`src/rtl/cpu_lsu.sv`:
```
// Load/store unit: single byte/half/word transfers with extension or
// rotation, and block (register-list) transfers with base writeback.
//
// state | meaning
// IDLE  | ready for a request; req_ready=1
// XFER  | one memory beat outstanding; held until mem_ok
// DONE  | one-cycle completion; done=1, base_wb final
module cpu_lsu #(
    parameter int ADDR_W = 32,
    parameter int NREGS  = 16,
    parameter int IDX_W  = 4
) (
    input  logic              clk,
    input  logic              rst,
    input  logic              req_valid,
    output logic              req_ready,
    input  logic              req_load,
    input  logic              req_multi,
    input  logic [ADDR_W-1:0] req_addr,
    input  logic [1:0]        req_size,
    input  logic              req_signed,
    input  logic [IDX_W-1:0]  req_rd,
    input  logic [NREGS-1:0]  req_reglist,
    input  logic              req_up,
    input  logic              req_before,
    output logic [IDX_W-1:0]  st_idx,
    input  logic [31:0]       st_data,
    output logic              wb_valid,
    output logic [IDX_W-1:0]  wb_idx,
    output logic [31:0]       wb_data,
    output logic              done,
    output logic [ADDR_W-1:0] base_wb,
    output logic [ADDR_W-1:0] mem_addr,
    output logic [31:0]       mem_wdata,
    input  logic [31:0]       mem_rdata,
    output logic [1:0]        mem_width,
    output logic              mem_read,
    output logic              mem_write,
    input  logic              mem_ok
);

    typedef enum logic [1:0] {IDLE, XFER, DONE} state_t;

    localparam logic [ADDR_W-1:0] FOUR = ADDR_W'(4);

    state_t            state_q, state_d;
    logic              load_q, load_d;
    logic              multi_q, multi_d;
    logic [1:0]        size_q, size_d;
    logic              signed_q, signed_d;
    logic [IDX_W-1:0]  rd_q, rd_d;
    logic [NREGS-1:0]  list_q, list_d;
    logic [ADDR_W-1:0] addr_q, addr_d;
    logic [1:0]        lo_q, lo_d;
    logic [ADDR_W-1:0] base_q, base_d;
    logic              wbv_q, wbv_d;
    logic [IDX_W-1:0]  wbi_q, wbi_d;
    logic [31:0]       wbd_q, wbd_d;

    logic [ADDR_W-1:0] cnt4;
    logic [ADDR_W-1:0] blk_first;
    logic [ADDR_W-1:0] single_addr;
    logic [IDX_W-1:0]  cur_idx;
    logic [NREGS-1:0]  list_rest;
    logic [1:0]        eff_width;
    logic [63:0]       rot;
    logic [31:0]       load_ext;

    // Request decode: popcount, first block address, aligned single address
    always_comb begin
        cnt4 = '0;
        for (int i = 0; i < NREGS; i++) begin
            cnt4 = cnt4 + {{(ADDR_W-1){1'b0}}, req_reglist[i]};
        end
        cnt4 = cnt4 << 2;
        case ({req_up, req_before})
            2'b10:   blk_first = req_addr;
            2'b11:   blk_first = req_addr + FOUR;
            2'b00:   blk_first = req_addr - cnt4 + FOUR;
            default: blk_first = req_addr - cnt4;
        endcase
        blk_first = blk_first & ~ADDR_W'(3);
        case (req_size)
            2'd0:    single_addr = req_addr;
            2'd1:    single_addr = req_addr & ~ADDR_W'(1);
            default: single_addr = req_addr & ~ADDR_W'(3);
        endcase
    end

    // Current register: lowest set bit of the remaining list, or rd
    always_comb begin
        cur_idx = rd_q;
        if (multi_q) begin
            cur_idx = '0;
            for (int i = NREGS - 1; i >= 0; i--) begin
                if (list_q[i]) cur_idx = IDX_W'(i);
            end
        end
        list_rest = list_q & (list_q - NREGS'(1));
    end

    // Load data shaping: extend byte/half, rotate misaligned word
    always_comb begin
        eff_width = (multi_q || size_q == 2'd3) ? 2'd2 : size_q;
        rot       = {mem_rdata, mem_rdata} >> {lo_q, 3'b000};
        case (eff_width)
            2'd0:    load_ext = signed_q ? {{24{mem_rdata[7]}}, mem_rdata[7:0]}
                                         : {24'b0, mem_rdata[7:0]};
            2'd1:    load_ext = signed_q ? {{16{mem_rdata[15]}}, mem_rdata[15:0]}
                                         : {16'b0, mem_rdata[15:0]};
            default: load_ext = rot[31:0];
        endcase
    end

    // Next-state and datapath update
    always_comb begin
        state_d  = state_q;
        load_d   = load_q;
        multi_d  = multi_q;
        size_d   = size_q;
        signed_d = signed_q;
        rd_d     = rd_q;
        list_d   = list_q;
        addr_d   = addr_q;
        lo_d     = lo_q;
        base_d   = base_q;
        wbv_d    = 1'b0;
        wbi_d    = wbi_q;
        wbd_d    = wbd_q;
        case (state_q)
            IDLE: begin
                if (req_valid) begin
                    load_d   = req_load;
                    multi_d  = req_multi;
                    size_d   = req_size;
                    signed_d = req_signed;
                    rd_d     = req_rd;
                    list_d   = req_reglist;
                    if (req_multi) begin
                        lo_d    = 2'b00;
                        addr_d  = blk_first;
                        base_d  = req_up ? req_addr + cnt4 : req_addr - cnt4;
                        state_d = (req_reglist == '0) ? DONE : XFER;
                    end else begin
                        lo_d    = req_addr[1:0];
                        addr_d  = single_addr;
                        base_d  = req_addr;
                        state_d = XFER;
                    end
                end
            end
            XFER: begin
                if (mem_ok) begin
                    wbv_d = load_q;
                    if (load_q) begin
                        wbi_d = cur_idx;
                        wbd_d = load_ext;
                    end
                    list_d = list_rest;
                    addr_d = addr_q + FOUR;
                    if (!multi_q || list_rest == '0) state_d = DONE;
                end
            end
            DONE:    state_d = IDLE;
            default: state_d = IDLE;
        endcase
    end

    // State and datapath registers with asynchronous reset
    always_ff @(posedge clk or posedge rst) begin
        if (rst) begin
            state_q  <= IDLE;
            load_q   <= 1'b0;
            multi_q  <= 1'b0;
            size_q   <= 2'd0;
            signed_q <= 1'b0;
            rd_q     <= '0;
            list_q   <= '0;
            addr_q   <= '0;
            lo_q     <= 2'b00;
            base_q   <= '0;
            wbv_q    <= 1'b0;
            wbi_q    <= '0;
            wbd_q    <= '0;
        end else begin
            state_q  <= state_d;
            load_q   <= load_d;
            multi_q  <= multi_d;
            size_q   <= size_d;
            signed_q <= signed_d;
            rd_q     <= rd_d;
            list_q   <= list_d;
            addr_q   <= addr_d;
            lo_q     <= lo_d;
            base_q   <= base_d;
            wbv_q    <= wbv_d;
            wbi_q    <= wbi_d;
            wbd_q    <= wbd_d;
        end
    end

    // Output drive; store data only reaches the bus while a store is active
    always_comb begin
        req_ready = (state_q == IDLE);
        mem_read  = (state_q == XFER) && load_q;
        mem_write = (state_q == XFER) && !load_q;
        mem_addr  = addr_q;
        mem_width = eff_width;
        st_idx    = cur_idx;
        mem_wdata = '0;
        if (mem_write) begin
            case (eff_width)
                2'd0:    mem_wdata = {24'b0, st_data[7:0]};
                2'd1:    mem_wdata = {16'b0, st_data[15:0]};
                default: mem_wdata = st_data;
            endcase
        end
        wb_valid = wbv_q;
        wb_idx   = wbi_q;
        wb_data  = wbd_q;
        done     = (state_q == DONE);
        base_wb  = base_q;
    end

endmodule

```
`config.mk`:
```
export PLATFORM = sky130hd
export DESIGN_NAME = cpu_lsu
export DESIGN_NICKNAME = d
export VERILOG_FILES = /design/src/rtl/cpu_lsu.sv
export SDC_FILE = /design/constraint.sdc
export NUM_CORES = 1
export LEC_CHECK = 0
export ABC_AREA = 0
export BUFFER_PORTS_ARGS = -buffer_cell sky130_fd_sc_hd__buf_2
export CORE_MARGIN = 5
export CORE_UTILIZATION = 40
export DETAILED_ROUTE_END_ITERATION = 7
export SLEW_MARGIN = 0
export SYNTH_ARGS = -nofsm -noshare
export SYNTH_HDL_FRONTEND = slang
export SYNTH_SLANG_ARGS = --single-unit
```
`constraint.sdc`:
```
create_clock -name clk -period 7.55 [get_ports clk]
set_input_delay 2.265 -clock clk [delete_from_list [all_inputs] [get_ports clk]]
set_output_delay 2.265 -clock clk [all_outputs]
set_load 0.1 [all_outputs]
```
Word-level counts from Yosys, hierarchy flattened:

Index checks and enable logic that the tools add are counted.

* register bits: 130
* bits of input ports: 127
* word-level logic and storage cells: 106
* output and inout port bits: 143

* bitwise logic cells: 1
* equality and inequality tests: 10
* add/subtract/negate cells: 21
* reductions and logical operators: 17
* shifts and indexed selects: 1
* mux-type cells: 43

Operators by type and width (count)
* $mux 32: 8
* $pmux 32 s2: 3
* $add 32x3->32 const B: 3
* $pmux 32 s3: 1
* $mux 4: 17
* $shr 64x5->32: 1
* $add 32x18->32: 1
* $logic_not 16->1: 2
* $mux 16: 2
* $pmux 16 s2: 1
* $sub 32x18->32: 1
* $add 15x1->16: 1
* $and 16x16->16: 1
* $sub 16x1->16 const B: 1
* $add 14x1->15: 1
* $add 13x1->14: 1
* $mux 2: 7
* $add 12x1->13: 1
* $add 11x1->12: 1
* $add 10x1->11: 1
* $add 9x1->10: 1
* $add 8x1->9: 1
* $reduce_and 3->1: 3
* $add 7x1->8: 1
* 17 further kinds: 32

Logic depth before layout (Yosys ltp):

* depth after elaboration: 21
* gate-level depth with buffers: 25
* depth with buffers taken out: 23

Worst setup path before layout:

No wires, ideal clock.

* kind: input -> register
* start: in req_reglist[0]
* end: reg addr_q[31] (netlist: mem_addr[31])
* path buffers: 2
* library setup time: 0.123 ns
* required time: 7.427 ns
* slack: -0.882 ns
* data arrival time: 8.308 ns
* cell stages on the path: 22
* cells stage by stage: inv_1 fa_1 fa_1 fa_1 fa_1 inv_1 ha_1 fa_1 a21o_1 and2_1 ha_1 clkbuf_1 nand2b_1 buf_1 nand2_1 or4_1 or3_4 a211oi_4 nand4_2 or4_1 a31oi_1 nor2_1

* word-level cells in the longest chain between the ends: 21

Ends and longest elaborated chain
* start, declared: RTL line 23 `input logic [NREGS-1:0] req_reglist,`
* $add 1x1->2 (*): RTL line 73 `cnt4 = cnt4 + {{(ADDR_W-1){1'b0}}, req_reglist[i]};`
* $add 2x1->3 (*): RTL line 73
* $add 3x1->4 (*): RTL line 73
* $add 4x1->5 (*): RTL line 73
* $add 5x1->6 (*): RTL line 73
* $add 6x1->7 (*): RTL line 73
* $add 7x1->8 (*): RTL line 73
* $add 8x1->9 (*): RTL line 73
* [5 not listed]
* $add 14x1->15 (*): RTL line 73
* $add 15x1->16 (*): RTL line 73
* $sub 32x18->32 (*): RTL line 79, 80
* $add 32x3->32: RTL line 79 `2'b00: blk_first = req_addr - cnt4 + FOUR;`
* $pmux 32 s3 (*): RTL line 76 `case ({req_up, req_before})`
* $mux 32 (*): RTL line 139 `if (req_multi) begin`
* $mux 32 (*): RTL line 132 `if (req_valid) begin`
* $pmux 32 s2 (*): RTL line 130 `case (state_q)`
* end signal, assigned: RTL line 193 `addr_q <= addr_d;`
* end, declared: RTL line 53 `logic [ADDR_W-1:0] addr_q, addr_d;`

Every way passes the cells marked *; elsewhere a longest branch is shown, timed or not. The select of a mux whose other input is x is not followed.
A chain may end at the register's enable or synchronous reset.

Worst setup path in the final report:

* start: in req_reglist[5]
* end: reg addr_q[17] (netlist: mem_addr[17])

* word-level cells in the longest chain between the ends: 17

Ends and longest elaborated chain (RTL line)
* $add 5x1->6 (*): 73
* $add 6x1->7 (*): 73
* $add 7x1->8 (*): 73
* $add 8x1->9 (*): 73
* $add 9x1->10 (*): 73
* $add 10x1->11 (*): 73
* $add 11x1->12 (*): 73
* $add 12x1->13 (*): 73
* $add 13x1->14 (*): 73
* $add 14x1->15 (*): 73
* $add 15x1->16 (*): 73
* $sub 32x18->32 (*): 79, 80
* $add 32x3->32: 79
* $pmux 32 s3 (*): 76
* $mux 32 (*): 139
* $mux 32 (*): 132
* $pmux 32 s2 (*): 130

Marks and branches as above.

==> results.json <==
{
  "critPathLaunchType": "input pin",
  "drv_slew": 0,
  "stdcell_area_sq_um": 16000,
  "clockRootBuffer": "clkbuf_16",
  "die_x_microns": 180,
  "grt_overflow": 0,
  "synth_edf_count": 0,
  "maxCapViolations": 0,
  "cts_tree": "built",
  "fmax_mhz": 129,
  "violations": "setup timing",
  "pin_count": 270,
  "crit_path_start": "req_reglist[5]",
  "gp_congestion": 0.902,
  "synth_top_area_share": 0.280,
  "seq_area_frac_synth": 0.280,
  "grt_pass1_vias": 12718,
  "start_util": 0.405,
  "num_antenna_cells": 0,
  "slew_headroom": 0.289,
  "grt_max_degree": 68,
  "synthTopCellsByArea": "dfrtp_1 28%, nand2_1 7.2%, mux4_2 6.2%",
  "cpPeakStageDelay_ns": 0.54,
  "worstSetupPathType": "in -> reg",
  "drt_iter0_drc": 1107,
  "cp_num_buf_inv": 5,
  "placed_cell_area_sq_um": 14300,
  "core_area_sq_um": 28700,
  "finalSetupTns_ns": -0.962,
  "slowest_stage": "fa_1",
  "hold_violations": 0,
  "cp_max_fo": 7,
  "clk_path_buf_depth": 2,
  "drt_pass1_iterations": 6,
  "grt_antenna_before_repair": 0,
  "drc": 0,
  "finClkSkew_ns": 0.0125,
  "fin_ws_ns": -0.180,
  "syn_nets": 1679,
  "io_buffers": 269,
  "synthesis.area_sq_um": 11600,
  "cpMostUsedCell": "fa_1",
  "critPathArrivalTime_ns": 8.05,
  "r2r_start": "list_q[3]$_DFFE_PP0P_",
  "fin_crit_sh": 1.02,
  "rsz0062_at_grt": "true",
  "cts.sink_count": 130,
  "grt_first_pass_wirelength_microns": 70500,
  "syn_to_final_growth_pct": 37.8,
  "rows": 62,
  "ys.flop_type": "dfrtp_1",
  "syn_area_per_cell_sq_um": 7.65,
  "route.antenna.remaining_nets": 0,
  "netlist_instances": 1518,
  "hp-start": "base_wb[0]$_DFFE_PP0P_",
  "critical-path-top-delay-family": "adder cells",
  "fin_crit_ns": 7.73,
  "layout.nets": 2069,
  "yosys_warnings": 0,
  "routedWlPerCell_microns": 19.4,
  "setup_viol": 11,
  "dieArea_sq_um": 32500,
  "cts_htree_levels": 4,
  "die_h_microns": 180,
  "wl_microns": 44800,
  "ys_types": 78,
  "grt.total_usage": 0.265,
  "vias_per_cell": 5.70,
  "cts_buffers": 17,
  "path_clk_slew_ns": 0.07,
  "status": "complete, but fails checks",
  "hpwl_microns": 31900,
  "ys_ff_latch": 130,
  "vias": 13133,
  "crit_chain": "buf_8 -> inv_4 -> fa_1 -> fa_1 -> fa_2 -> fa_1 -> inv_2 -> ha_4 -> fa_2 -> xor2_4 -> inv_1 -> ha_4 -> buf_4 -> o21bai_1 -> a211oi_2 -> nor3_2 -> a2111oi_4 -> and4_4 -> nand4_1 -> xnor2_2 -> mux2_2 -> a2111oi_2",
  "crit_path_end_kind": "flop",
  "synth_top_cell_by_area": "dfrtp_1",
  "drive_gt1_frac": 0.351,
  "worst_slew_pin_slew_ns": 1.07,
  "cp.required_ns": 7.87,
  "insertion_delay_ns": 0.44,
  "async_flop_share": 1.00,
  "hold_path.class": "reg -> reg",
  "holdBufCountCts": 0,
  "utilization": 0.557
}
[cell families after synthesis]
| logic type | Yosys count | share of synthesized area |
|---|---|---|
| simple gates | 670 | 0.282 |
| compound gates | 387 | 0.203 |
| buf+inv | 174 | 0.0579 |
| flops | 130 | 0.280 |
| xor+xnor | 76 | 0.0573 |
| mux | 45 | 0.0740 |
| fa+ha+maj | 36 | 0.0461 |
[what timing repair did]
item                       4_1_cts  5_1_grt
cloned                           1        0
gates resized for setup         36       77
pin swaps                       33       39
setup endpoints to repair       18       28
buffers inserted                57       16
[sequential cells by signal, indices dropped and copies added (netlist names)]
signal and flops:
mem_addr 32, multi_q 1, state_q 2, base_wb 32, size_q 2, wb_idx 4, list_q 16, signed_q 1
lo_q 2, load_q 1, wb_valid 1, rd_q 4, wb_data 32
[cell usage in the layout, fill, tap and decap left out, drive strengths merged, types with 32 or more instances in the layout]
cell type    n
nand2      222
buf        483
nand3       62
inv         67
nor4        33
nor3        37
dfrtp      130
mux4        32
o21ai      129
a21oi      104
nor2       140
a31oi       32
xnor2       45
and2        44
[metrics by stage]
step | hold slack, ns | setup WS, ns | std cells
final | 0.470 | -0.180 | 2305
after floorplan | 0.442 | -0.441 | 1518
after global routing | 0.501 | -0.345 | 2305
after detailed placement | 0.460 | -0.773 | 2204
after CTS | 0.475 | -0.142 | 2294
after global placement | 0.452 | -0.680 | 2204
[worst paths after layout]
check	slack, ns	end	cells past startpoint
max	-0.18	mem_addr[17]$_DFFE_PP0P_	22
min	0.47	base_wb[0]$_DFFE_PP0P_	2
max reg2reg	4.01	state_q[0]$_DFFE_PP0P_	9
min reg2reg	0.47	base_wb[0]$_DFFE_PP0P_	2
max in group asynchronous	4.29	base_wb[20]$_DFFE_PP0P_	3
min in group asynchronous	1.93	list_q[3]$_DFFE_PP0P_	2
[per-layer routing]
| layer | vias to the layer above | GRT usage | wire length, microns |
|---|---|---|---|
| met3 | 89 | 0.0456 | 2960 |
| met2 | 588 | 0.425 | 21000 |
| met5 | - | 0 | 0 |
| met4 | 0 | 0.0941 | 1350 |
| met1 | 6237 | 0.361 | 19500 |
| li1 | 6219 | - | - |
[worst min-delay path: cells and delay by family (launching register included)]
family           cells  cell delay [ns]
DFF                  1             0.34
and+or+nand+nor      2             0.10
[final cells by class]
| type | instances | area [sq um] |
|---|---|---|
| well taps | 384 | 480 |
| clock buffers | 18 | 439 |
| clock inverters | 14 | 166 |
| multi-input cells | 1215 | 8370 |
| repair buffers | 483 | 3040 |
| inverters | 61 | 246 |
| flip-flops and latches | 130 | 3250 |
| fillers | 2696 | 12700 |
[cell usage after synthesis (12+ instances only)]
cell type / instances
xnor2_1: 45
dfrtp_1: 130
xor2_1: 31
nor2_1: 140
nor3_1: 36
o22ai_1: 16
ha_1: 22
nor2b_1: 14
and3_1: 16
inv_1: 58
fa_1: 12
or4_1: 12
a21o_1: 13
nand2_1: 222
a21oi_1: 104
nor4_1: 30
o21ai_0: 126
nand3_1: 62
and2_1: 43
buf_1: 21
mux4_2: 32
a31oi_1: 32
a211oi_1: 12
nand4_1: 24
or3_1: 13
clkbuf_1: 87
nand2b_1: 18
Power is left out: the tool's default activity adds up to more than one toggle a clock period on the data nets, which glitch-free logic cannot reach.
